[src/rtl/pc_fetch_unit_pkg.sv]
// Shared types and constants for the program-counter fetch stage.
// Holds the state encoding, word width and default PC/step values.
package pc_fetch_unit_pkg;

    localparam int unsigned WORD_W = 32;

    localparam logic [WORD_W-1:0] DEFAULT_RESET_PC = 32'h0000_0000;
    localparam logic [WORD_W-1:0] DEFAULT_STEP     = 32'd4;

    // Encoding is visible on the debug state output, so values are fixed.
    typedef enum logic [1:0] {
        StIdle  = 2'd0,
        StRun   = 2'd1,
        StHalt  = 2'd2,
        StFault = 2'd3
    } state_e;

    function automatic logic is_aligned(input logic [WORD_W-1:0] addr);
        return addr[1:0] == 2'b00;
    endfunction

endpackage

[src/rtl/pc_fetch_unit_if.sv]
// Control, redirect and fetch-handshake bundle of the PC stage.
// master = the PC stage itself, slave = the surrounding pipeline/fetch logic.
interface pc_fetch_unit_if;
    import pc_fetch_unit_pkg::*;

    logic              start;
    logic              halt_req;
    logic              stall;
    logic              branch_taken;
    logic [WORD_W-1:0] branch_target;
    logic              jump;
    logic [WORD_W-1:0] jump_target;
    logic              fetch_ready;
    logic [WORD_W-1:0] pc_out;
    logic              pc_valid;
    logic [WORD_W-1:0] pc_plus_step;
    logic              misaligned;
    logic [WORD_W-1:0] fetch_count;
    logic [1:0]        state;

    modport master (
        input  start, halt_req, stall, branch_taken, branch_target,
               jump, jump_target, fetch_ready,
        output pc_out, pc_valid, pc_plus_step, misaligned, fetch_count, state
    );

    modport slave (
        output start, halt_req, stall, branch_taken, branch_target,
               jump, jump_target, fetch_ready,
        input  pc_out, pc_valid, pc_plus_step, misaligned, fetch_count, state
    );

endinterface

[src/rtl/pc_fetch_unit_add.sv]
// ADD: plain combinational adder used as the PC incrementer.
// The sum wraps modulo 2^WIDTH; no carry is exported.
module ADD #(
    parameter int unsigned WIDTH = 32
) (
    input  logic [WIDTH-1:0] operando1,
    input  logic [WIDTH-1:0] operando2,
    output logic [WIDTH-1:0] resultado
);

    assign resultado = operando1 + operando2;

endmodule

[src/rtl/pc_fetch_unit.sv]
// Program-counter stage: holds the PC, selects sequential/branch/jump next-PC,
// presents it to fetch with valid/ready and traps on misaligned redirects.
module pc_fetch_unit
    import pc_fetch_unit_pkg::*;
#(
    parameter logic [WORD_W-1:0] RESET_PC = DEFAULT_RESET_PC,
    parameter logic [WORD_W-1:0] STEP     = DEFAULT_STEP
) (
    input  logic            clk,
    input  logic            reset,
    pc_fetch_unit_if.master bus
);

    state_e            state_q, state_d;
    logic [WORD_W-1:0] pc_q, pc_d;
    logic [WORD_W-1:0] count_q, count_d;
    logic              mis_q, mis_d;

    logic [WORD_W-1:0] pc_sum;
    logic              in_run;
    logic              handshake;
    logic              redirect;
    logic [WORD_W-1:0] target;

    ADD #(
        .WIDTH(WORD_W)
    ) u_add (
        .operando1(pc_q),
        .operando2(STEP),
        .resultado(pc_sum)
    );

    assign in_run    = (state_q == StRun);
    assign handshake = in_run & bus.fetch_ready & ~bus.stall;
    assign redirect  = in_run & (bus.jump | bus.branch_taken);
    // Only the winning source is checked for alignment.
    assign target    = bus.jump ? bus.jump_target : bus.branch_target;

    always_comb begin
        state_d = state_q;
        pc_d    = pc_q;
        count_d = count_q;
        mis_d   = mis_q;

        unique case (state_q)
            StIdle: begin
                if (bus.start) begin
                    state_d = StRun;
                end
            end
            StRun: begin
                if (handshake) begin
                    count_d = count_q + 1'b1;
                end
                if (redirect && !is_aligned(target)) begin
                    // Fault beats a simultaneous halt; PC keeps the old value.
                    state_d = StFault;
                    mis_d   = 1'b1;
                end else begin
                    if (redirect) begin
                        pc_d = target;
                    end else if (handshake) begin
                        pc_d = pc_sum;
                    end
                    if (bus.halt_req) begin
                        state_d = StHalt;
                    end
                end
            end
            StHalt: begin
                if (bus.start) begin
                    state_d = StRun;
                end
            end
            StFault: begin
                state_d = StFault;
            end
            default: begin
                state_d = StIdle;
            end
        endcase
    end

    always_ff @(posedge clk or posedge reset) begin
        if (reset) begin
            state_q <= StIdle;
            pc_q    <= RESET_PC;
            count_q <= '0;
            mis_q   <= 1'b0;
        end else begin
            state_q <= state_d;
            pc_q    <= pc_d;
            count_q <= count_d;
            mis_q   <= mis_d;
        end
    end

    assign bus.pc_out       = pc_q;
    assign bus.pc_valid     = in_run;
    assign bus.pc_plus_step = pc_sum;
    assign bus.misaligned   = mis_q;
    assign bus.fetch_count  = count_q;
    assign bus.state        = state_q;

endmodule

[src/flat_wrapper.sv]
// flat-port wrapper written by rule: the top's interface ports become plain ports
module pc_fetch_unit_flat import pc_fetch_unit_pkg::*;
#(
    parameter logic [WORD_W-1:0] RESET_PC = DEFAULT_RESET_PC,
    parameter logic [WORD_W-1:0] STEP     = DEFAULT_STEP
)
  (clk, reset, bus_start, bus_halt_req, bus_stall, bus_branch_taken, bus_branch_target, bus_jump, bus_jump_target, bus_fetch_ready, bus_pc_out, bus_pc_valid, bus_pc_plus_step, bus_misaligned, bus_fetch_count, bus_state);
  pc_fetch_unit_if bus_i ();
  input  logic clk;
  input  logic reset;
  input wire logic [$bits(bus_i.start)-1:0] bus_start;
  input wire logic [$bits(bus_i.halt_req)-1:0] bus_halt_req;
  input wire logic [$bits(bus_i.stall)-1:0] bus_stall;
  input wire logic [$bits(bus_i.branch_taken)-1:0] bus_branch_taken;
  input wire logic [$bits(bus_i.branch_target)-1:0] bus_branch_target;
  input wire logic [$bits(bus_i.jump)-1:0] bus_jump;
  input wire logic [$bits(bus_i.jump_target)-1:0] bus_jump_target;
  input wire logic [$bits(bus_i.fetch_ready)-1:0] bus_fetch_ready;
  output wire logic [$bits(bus_i.pc_out)-1:0] bus_pc_out;
  output wire logic [$bits(bus_i.pc_valid)-1:0] bus_pc_valid;
  output wire logic [$bits(bus_i.pc_plus_step)-1:0] bus_pc_plus_step;
  output wire logic [$bits(bus_i.misaligned)-1:0] bus_misaligned;
  output wire logic [$bits(bus_i.fetch_count)-1:0] bus_fetch_count;
  output wire logic [$bits(bus_i.state)-1:0] bus_state;
  assign bus_i.start = bus_start;
  assign bus_i.halt_req = bus_halt_req;
  assign bus_i.stall = bus_stall;
  assign bus_i.branch_taken = bus_branch_taken;
  assign bus_i.branch_target = bus_branch_target;
  assign bus_i.jump = bus_jump;
  assign bus_i.jump_target = bus_jump_target;
  assign bus_i.fetch_ready = bus_fetch_ready;
  assign bus_pc_out = bus_i.pc_out;
  assign bus_pc_valid = bus_i.pc_valid;
  assign bus_pc_plus_step = bus_i.pc_plus_step;
  assign bus_misaligned = bus_i.misaligned;
  assign bus_fetch_count = bus_i.fetch_count;
  assign bus_state = bus_i.state;
  pc_fetch_unit #(.RESET_PC(RESET_PC), .STEP(STEP)) u_core (.clk(clk), .reset(reset), .bus(bus_i));
endmodule
[config.mk]
export PLATFORM = sky130hd
export DESIGN_NAME = pc_fetch_unit_flat
export DESIGN_NICKNAME = d
export VERILOG_FILES = /design/src/rtl/pc_fetch_unit_pkg.sv /design/src/rtl/pc_fetch_unit_if.sv /design/src/rtl/pc_fetch_unit_add.sv /design/src/rtl/pc_fetch_unit.sv /design/src/flat_wrapper.sv
export SDC_FILE = /design/constraint.sdc
export NUM_CORES = 1
export LEC_CHECK = 0
export ABC_AREA = 0
export BUFFER_PORTS_ARGS = -buffer_cell sky130_fd_sc_hd__buf_2
export CAP_MARGIN = 20
export CORE_ASPECT_RATIO = 1.25
export CORE_MARGIN = 2
export CORE_UTILIZATION = 45
export CTS_BUF_LIST = sky130_fd_sc_hd__clkbuf_8
export CTS_CLUSTER_DIAMETER = 30
export CTS_CLUSTER_SIZE = 20
export DETAILED_ROUTE_END_ITERATION = 8
export PLACE_DENSITY = 0.83
export SYNTH_ARGS = -nofsm -noshare
export SYNTH_HDL_FRONTEND = slang
export SYNTH_SLANG_ARGS = --single-unit
[constraint.sdc]
create_clock -name clk -period 2.2 [get_ports clk]
set_input_delay 0.44 -clock clk [delete_from_list [all_inputs] [get_ports clk]]
set_output_delay 0.44 -clock clk [all_outputs]
set_load 0.02 [all_outputs]
==> results.cfg, run 1 <==
[power_and_ir_drop]
cellLeakagePower_nw = 3.179
clkPwrFrac_pct = 18.6
p_total_mw = 6.475
swShare_pct = 43.88
p_int_mw = 3.633
p_seq_share_pct = 29.3
switching_power_mw = 2.841
combPwrFrac_pct = 52.1
power.density_mw_per_mm2 = 1007
irDropWorstVdd_mv = 0.7866

[grt]
use_met1_pct = 31.21
antenna_found_initial = 0
grt.total_usage_pct = 27.80
grt_max_degree = 31
use_met3_pct = 5.436
grt-busiest-layer = met2
grt_pass1_vias = 4708
grt_pass1_wl_mm = 22.70
gr-total-overflow = 0
grtUsageMet2_pct = 51.29

[logic_synthesis]
synth_top_area_share_pct = 39.69
ys_types = 55
synth_nets = 535
synth_seq_cells = 67
syn_avg_cell_area_sq_um = 9.163
synth_commonest_cells = dfrtp_1, nand2_1, xnor2_1, nor2_1, nand3_1
yosysSeqAreaShare_pct = 39.69
syn_area_sq_mm = 0.004224
syn_inst = 461
synth.area.top_cells = dfrtp_1, xnor2_1, mux2i_1, nand2_1, xor2_1
yosysMostFrequentCell = dfrtp_1
synth_flop_cell = dfrtp_1
yosys_warnings = 0
synth_edf_count = 0
yosysTopAreaCell = dfrtp_1
ys_async_sr_fraction_pct = 100.0

[clocking]
cts.clk_slew.worst_paths_ps = 90
tritoncts = done
cts_buffers = 9
clk_latency_ps = 370
cts.sinks = 67
cts.hold.buffers_added = 0
cts-htree-levels = 3
cts_root_buffer = clkbuf_8
clockBufferDepth = 2

[finish]
antennaDiodeCount = 0
fillCellCount = 677
areaGrowthSynthToFinish_pct = 52.28
drive_above_1_share_pct = 48.52
fin_util_pct = 70.49
final_nets = 778

[sta]
fmaxAchievable_mhz = 410.5
final.setup.tns_ps = -2599
timing.hold.ws_ps = 180.6
skew_ps = 18.13
worst_pin_slew_ps = 734.3
drv_slew = 0
min_period_over_period_pct = 110.7
hold_viol = 0
worst_slack_ps = -236.1
rsz0062_at_grt = yes
finalSetupViolCount = 22
final.min_clock_period_ps = 2436
slew_headroom_pct = 50.94

[floorplan]
rows = 39
core_area_sq_mm = 0.009125
dieArea_sq_mm = 0.01018
die_y_microns = 112.3
start_util_pct = 46.29
die_w_microns = 90.66
io_pins = 172

[routing]
vias = 4706
detail_route.wirelength_mm = 14.62
vias_per_cell = 5.656
antenna_left = 0
dr.pass1.iters = 5
wl_per_cell_microns = 17.57
first_iter_violations = 226
drc = 0

[min_path]
hp-class = input pin to asynchronous set/reset pin

[placement]
io_buffers = 171
gp_congestion = 0.9048
dp_hpwl_mm = 10.18

[worst_setup_path]
crit_slowest_cell = dfrtp_1
critPathBufInv = 1
crit_chain = nand4_4 -> nor4_4 -> nand2_2 -> nor2_4 -> xor2_2 -> buf_4
timing_worst_setup_path_type = register to output port
worstPathRequired_ps = 1760
crit_family = simple AND/OR/NAND/NOR gates
slowest_delay_ps = 450
cp-end-kind = output port
path_max_fanout = 3
critPathArrivalTime_ps = 2000
start_kind = register

[status]
status = complete, but fails checks
failed_checks = setup timing

[job]
cap_violations = 0
cells in the final DEF, fill, tap and decap left out, drive strengths merged, types with 3 or more instances in the layout:
cell / netlist / final
nand2: 53 / 53
dfrtp: 67 / 67
a311oi: 3 / 3
nand4: 21 / 21
a21oi: 21 / 21
xor2: 18 / 18
nor2: 37 / 37
and2: 10 / 10
o211ai: 4 / 4
a31oi: 3 / 3
nand2b: 3 / 3
o21ai: 20 / 20
mux2i: 22 / 22
nor4: 6 / 6
o32a: 7 / 7
inv: 7 / 7
o2bb2ai: 3 / 3
and4: 6 / 6
xnor2: 43 / 43
a211oi: 9 / 9
nand3: 23 / 23
nor3: 7 / 7
buf: 16 / 258
and3: 10 / 10
nor2b: 7 / 7
clkbuf: 10 / 11
worst paths after layout:
kind                                               to  depth (start not counted)                   from  slack, ps
worst max-delay path             bus_pc_plus_step[21]                          6  u_core.bus.pc_out[13]       -240
worst min-delay path            u_core.bus.pc_out[13]                          2                  reset        180
worst max register to register  u_core.bus.pc_out[23]                          5    u_core.bus.state[1]        110
worst min register to register  u_core.bus.misaligned                          1  u_core.bus.misaligned        480
max in group asynchronous       u_core.bus.pc_out[25]                          3                  reset       1380
min in group clk                  u_core.bus.state[0]                          2              bus_start        340
power groups by stage:
stage / logic (mW) / clock network (mW) / registers [mW]
after floorplan: 1.47 / 0 / 2.21
after global placement: 2.76 / 0 / 1.90
after detailed placement: 2.80 / 0 / 1.93
after CTS: 3.20 / 1.20 / 1.86
after global routing: 3.57 / 1.27 / 1.93
final: 3.37 / 1.20 / 1.90
area by class of cell:
class                      count  area, sq um  area share [%]
multi-input combinational    361         2685           41.74
sequential                    67         1694           26.34
timing repair buffer         258         1642           25.52
tap                          123        153.9           2.393
clock buffer                  11        151.4           2.354
clock inverter                 5        76.32           1.187
inverter                       7        30.03          0.4668
logic make-up (layout without fill, tap and decap cells):
| kind of cell | Yosys count | in the layout | synth area share, % |
|---|---|---|---|
| AOI/OAI and AO/OA | 85 | 85 | 14.07 |
| and+or+nand+nor | 189 | 189 | 23.73 |
| muxes | 24 | 24 | 5.746 |
| buffers and inverters | 33 | 281 | 3.525 |
| DFF | 67 | 67 | 39.69 |
| adders and majority gates | 2 | 2 | 0.5923 |
| xor gates and xnor gates | 61 | 61 | 12.65 |
registers in the layout, summed over array words and instances (netlist names):
register,count
u_core.bus.state,2
u_core.bus.pc_out,32
u_core.bus.misaligned,1
u_core.bus.fetch_count,32
layer usage:
metal	routed length, microns	vias to the layer above
met4	433	0
met1	5617	2285
met5	0	-
met2	7584	229
met3	982	48
li1	-	2144
stage by stage:
stage               setup WS (ps)  cells  instance area (sq um)
floorplan                  -9.774    461                   4355
global placement            70.40    771                   5557
detailed placement          24.58    771                   5557
CTS                        -145.5    820                   6269
global route               -293.4    832                   6432
finish                     -236.1    832                   6432
timing repair:
item | CTS | global route
resized for setup | 64 | 21
buffers inserted | 33 | 13
endpoints found under the setup margin | 24 | 26
pin swaps | 41 | 17
(Power assumes the default switching activity.)
==> run 2, diff against run 1 <==
- ABC_AREA: 0 -> 1
- BUFFER_PORTS_ARGS: -buffer_cell sky130_fd_sc_hd__buf_2 -> unset
- CORE_UTILIZATION: 45 -> 60
- DONT_BUFFER_PORTS: unset -> 1
- PLACE_DENSITY: 0.83 -> 0.84
==> results.cfg, run 2 <==
[finish]
final_common_cell = nand2_1
final_cell_mix = nand2_1, nor2_1, inv_1, dfrtp_1, nand3_1
antennaDiodeCount = 0
final_nets = 874
fillCellCount = 663
areaGrowthSynthToFinish_pct = 15.66
fin_util_pct = 70.74
drive_above_1_share_pct = 16.02

[sta]
timing.hold.ws_ps = 112.5
hold_viol = 0
fmaxAchievable_mhz = 453.0
drv_slew = 0
min_period_over_period_pct = 100.3
skew_ps = 7.273
rsz0062_at_grt = yes
worst_slack_ps = -7.490
final.min_clock_period_ps = 2207
finalSetupViolCount = 2
worst_pin_slew_ps = 781.0
slew_headroom_pct = 47.86

[worst_setup_path]
slowest_delay_ps = 380
crit_chain = buf_4 -> inv_1 -> nor2_4 -> nand2_4 -> nor2_4 -> nand3_1 -> nand2_2
start_kind = register
timing_worst_setup_path_type = register to output port
crit_family = simple AND/OR/NAND/NOR gates
reg2reg_depth = 9
cpMostUsedCell = nor2_4
crit_slowest_cell = dfrtp_1
worstPathRequired_ps = 1760
critPathArrivalTime_ps = 1770
path_max_fanout = 7
cp_num_cells = 7
cp-end-kind = output port
ff2ff_setup_slack_ps = 230
critPathBufInv = 2

[status]
failed_checks = setup timing
status = complete, but fails checks

[clocking]
cts_buffers = 9
cts.clk_slew.worst_paths_ps = 80
cts-htree-levels = 3
clk_latency_ps = 340
clockBufferDepth = 2
cts.sinks = 67
tritoncts = done
cts_root_buffer = clkbuf_8
cts.hold.buffers_added = 0

[grt]
gr-total-overflow = 0
grt.total_usage_pct = 31.01
antenna_found_initial = 0
grt_pass1_wl_mm = 21.58
grt_pass1_vias = 4689
grt_max_degree = 35

[min_path]
hp-class = input pin to asynchronous set/reset pin

[power_and_ir_drop]
swShare_pct = 41.55
cellLeakagePower_nw = 2.838
combPwrFrac_pct = 33.7
clkPwrFrac_pct = 25.5
p_int_mw = 2.359
switching_power_mw = 1.677
power.density_mw_per_mm2 = 736.4
p_total_mw = 4.035
irDropWorstVdd_mv = 0.4965
p_seq_share_pct = 40.8

[logic_synthesis]
yosysSeqAreaShare_pct = 35.38
syn_avg_cell_area_sq_um = 6.130
synth_top_area_share_pct = 35.38
synth_nets = 847
synth_seq_cells = 67
ys_types = 28
synth_edf_count = 0
synth_flop_cell = dfrtp_1
yosys_warnings = 0
synth.area.top_cells = dfrtp_1, nand2_1, nor2_1, inv_1, nand3_1
ys_async_sr_fraction_pct = 100.0
syn_area_sq_mm = 0.004738
yosysTopAreaCell = dfrtp_1
yosysMostFrequentCell = nand2_1
syn_inst = 773
synth_commonest_cells = nand2_1, nor2_1, dfrtp_1, inv_1, nand3_1

[floorplan]
dieArea_sq_mm = 0.008629
io_pins = 172
die_y_microns = 103.4
start_util_pct = 61.16
core_area_sq_mm = 0.007747
die_w_microns = 83.49
rows = 36

[routing]
detail_route.wirelength_mm = 13.59
vias_per_cell = 5.618
antenna_left = 0
drc = 0
wl_per_cell_microns = 15.09
first_iter_violations = 315
dr.pass1.iters = 5
vias = 5056

[job]
cap_violations = 0

[placement]
gp_congestion = 0.9721
io_buffers = 0
dp_hpwl_mm = 10.00
-- run 2: cell types whose count changed in the layout (fill, tap and decap cells not counted), moves of 27 or more --
cell | previous run | this run
buf_2 | 149 | 0
buf_4 | 93 | 34
nand2_1 | 48 | 305
nor2_1 | 31 | 119
nand2_2 | 3 | 30
inv_1 | 7 | 65
nand3_1 | 18 | 45
-- run 2: logic make-up after synthesis --
| group | synth area share, % |
|---|---|
| AND/OR/NAND/NOR | 47.24 |
| buffers and inverters | 7.737 |
| flip-flops | 35.38 |
| AO/OA/AOI/OAI | 4.674 |
| XOR/XNOR | 4.436 |
| adder cells (fa/ha/maj) | 0.5280 |
-- run 2: repair_timing --
item                                    4_1_cts  5_1_grt
resized for setup                            41       40
buffers inserted                              1        4
hold endpoints to repair                      0        0
pin swaps                                     5       18
endpoints found under the setup margin       22       21
-- run 2: area by class of cell --
cell class / instances / area [sq um] / area share [%]
inverter: 68 / 255.2 / 4.658
tap: 95 / 118.9 / 2.169
clock inverter: 6 / 56.30 / 1.027
timing repair buffer: 36 / 295.3 / 5.388
clock buffer: 10 / 137.6 / 2.511
sequential: 67 / 1685 / 30.75
multi-input combinational: 618 / 2932 / 53.49
-- run 2: worst paths after layout --
kind | from | to
worst max register to register | u_core.bus.state[1] | u_core.bus.pc_out[18]
worst min register to register | u_core.bus.pc_out[9] | u_core.bus.pc_out[9]
max in group asynchronous | reset | u_core.bus.fetch_count[6]
worst min-delay path | reset | u_core.bus.pc_out[28]
min in group clk | bus_halt_req | u_core.bus.state[0]
worst max-delay path | u_core.bus.pc_out[2] | bus_pc_plus_step[25]
-- run 2: per-stage QoR --
| step | cells | setup WS (ps) | TNS, ps | instance area (sq um) |
|---|---|---|---|---|
| final | 900 | -7.490 | -14.18 | 5480 |
| after global routing | 900 | -103.8 | -806.9 | 5480 |
| after CTS | 896 | 2.489 | 0 | 5340 |
| after detailed placement | 879 | 66.61 | 0 | 5011 |
| after global placement | 879 | 160.5 | 0 | 5011 |
| after floorplan | 773 | 76.84 | 0 | 4738 |
-- run 2: layer usage --
layer	GRT usage (%)	share of wire (%)
met5	0	0
met4	13.40	3.4
met3	8.968	9.6
met2	57.13	51
met1	33.72	36
-- run 2: power groups by stage --
| stage | combinational, mW | clock, mW | sequential [mW] |
|---|---|---|---|
| floorplan | 0.743 | 0 | 1.76 |
| global placement | 1.20 | 0 | 1.64 |
| detailed placement | 1.23 | 0 | 1.65 |
| CTS | 1.27 | 1.04 | 1.63 |
| global route | 1.48 | 1.09 | 1.67 |
| finish | 1.36 | 1.03 | 1.65 |
==> run 3, diff against run 2 <==
- ABC_AREA: 1 -> unset
- CORE_UTILIZATION: 60 -> 45
- PLACE_DENSITY: 0.84 -> 0.65
- clock period: 2.2 -> 2.4 ns (I/O delays scaled with it)
==> results.cfg, run 3 (synthesized netlist as in run 1, its figures left out) <==
[status]
status = complete, but fails checks
failed_checks = setup timing

[min_path]
hp-class = input pin to asynchronous set/reset pin

[worst_setup_path]
endpoint = bus_pc_plus_step[19]
cp-end-kind = output port
reg2reg_depth = 5
timing_worst_setup_path_type = register to output port
path_max_fanout = 4
critPathLaunch = u_core.bus.pc_out[12]
crit_chain = and4_4 -> nand4_1 -> buf_4 -> nor2_4 -> buf_4 -> xor2_1 -> buf_4
critPathBufInv = 3
reg2reg_to = u_core.bus.fetch_count[27]
reg2reg_from = u_core.bus.fetch_count[11]
ff2ff_setup_slack_ps = 410
critPathArrivalTime_ps = 1960
worstPathRequired_ps = 1920
crit_family = simple AND/OR/NAND/NOR gates
cp_num_cells = 7
crit_slowest_cell = dfrtp_1
start_kind = register
cpMostUsedCell = buf_4
slowest_delay_ps = 420

[routing]
antenna_left = 0
detail_route.wirelength_mm = 12.20
dr.pass1.iters = 4
vias_per_cell = 5.787
wl_per_cell_microns = 18.45
drc = 0
vias = 3825
first_iter_violations = 130

[clocking]
clk_latency_ps = 350
cts.sinks = 67
cts.clk_slew.worst_paths_ps = 70
cts_buffers = 9
clockBufferDepth = 2
tritoncts = done
cts-htree-levels = 3
cts.hold.buffers_added = 0
cts_root_buffer = clkbuf_8

[sta]
min_period_over_period_pct = 101.5
skew_ps = 13.26
worst_slack_ps = -35.89
drv_slew = 0
fmaxAchievable_mhz = 410.5
finalSetupViolCount = 4
slew_headroom_pct = 48.55
rsz0062_at_grt = yes
final.setup.tns_ps = -60.27
final.min_clock_period_ps = 2436
worst_pin_slew_ps = 770.6
hold_viol = 0
timing.hold.ws_ps = 153.2

[grt]
antenna_found_initial = 0
grt_pass1_wl_mm = 19.24
grt.total_usage_pct = 23.82
grt_pass1_vias = 3697
gr-total-overflow = 0
grt_max_degree = 41

[finish]
final_cell_area_sq_mm = 0.005323
antennaDiodeCount = 0
drive_above_1_share_pct = 27.32
final_nets = 608
layout.cells.non_filler = 661
areaGrowthSynthToFinish_pct = 26.01
final_cell_mix = buf_4, dfrtp_1, nand2_1, xnor2_1, nor2_1
final_common_cell = buf_4

[floorplan]
die_y_microns = 112.3
start_util_pct = 46.29
io_pins = 172
die_w_microns = 90.66
core_area_sq_mm = 0.009125
dieArea_sq_mm = 0.01018
rows = 39

[placement]
dpl.cell_count = 627
io_buffers = 0
placed_cell_area_sq_mm = 0.004811
gp_congestion = 0.8580
dp_hpwl_mm = 9.166

[power_and_ir_drop]
cellLeakagePower_nw = 2.344
irDropWorstVdd_mv = 0.5713
power.density_mw_per_mm2 = 990.1

[job]
cap_violations = 0
run 3: changes by cell type in the layout (fill, tap and decap cells not counted), moves of 18 or more:
cell     previous run  this run
nand2_1           305        50
nor2_1            119        31
inv_1              65         8
buf_4              34        82
xnor2_1            10        39
nand2_2            30         3
nand3_1            45        18
mux2i_1             0        22
a21oi_1             2        20
run 3: per-stage QoR:
step	utilization, %	total power, mW	worst slack, ps
detailed placement	52.72	4.132	153.5
global route	58.33	5.573	-122.7
finish	58.33	5.270	-35.89
global placement	52.72	4.091	231.8
floorplan	-	3.267	-24.73
CTS	56.27	5.147	-52.31
run 3: final cells by class:
type,count,area [sq um]
fill,826,3802
multi-input combinational,361,2577
sequential,67,1679
timing repair buffer,88,691.9
tap,123,153.9
clock buffer,11,151.4
clock inverter,4,42.54
inverter,7,26.28
run 3: what timing repair did:
action	4_1_cts	5_1_grt
gates resized for setup	20	23
pin swaps	2	12
buffers inserted	8	11
endpoints found under the setup margin	19	20
run 3: power breakdown:
group | internal, mW | switching (mW)
Sequential | 1.37 | 0.401
Combinational | 1.02 | 1.53
Clock | 0.522 | 0.421
run 3: routing by layer:
layer	global-route usage, %	vias to the layer above	routed length [microns]
met1	27.50	1852	4742
met4	8.615	0	152
li1	-	1806	-
met2	42.04	152	6394
met5	0	-	0
met3	6.711	15	908
run 3: how the worst min path moves through the flow:
stage / cells after the start / slack, ps / endpoint / startpoint
global placement: 1 / 530 / u_core.bus.fetch_count[22] / reset
global route: 1 / 210 / u_core.bus.pc_out[14] / reset
floorplan: 1 / 580 / u_core.bus.misaligned / u_core.bus.misaligned
finish: 1 / 150 / u_core.bus.fetch_count[22] / reset
detailed placement: 1 / 540 / u_core.bus.fetch_count[22] / reset
CTS: 1 / 150 / u_core.bus.pc_out[14] / reset
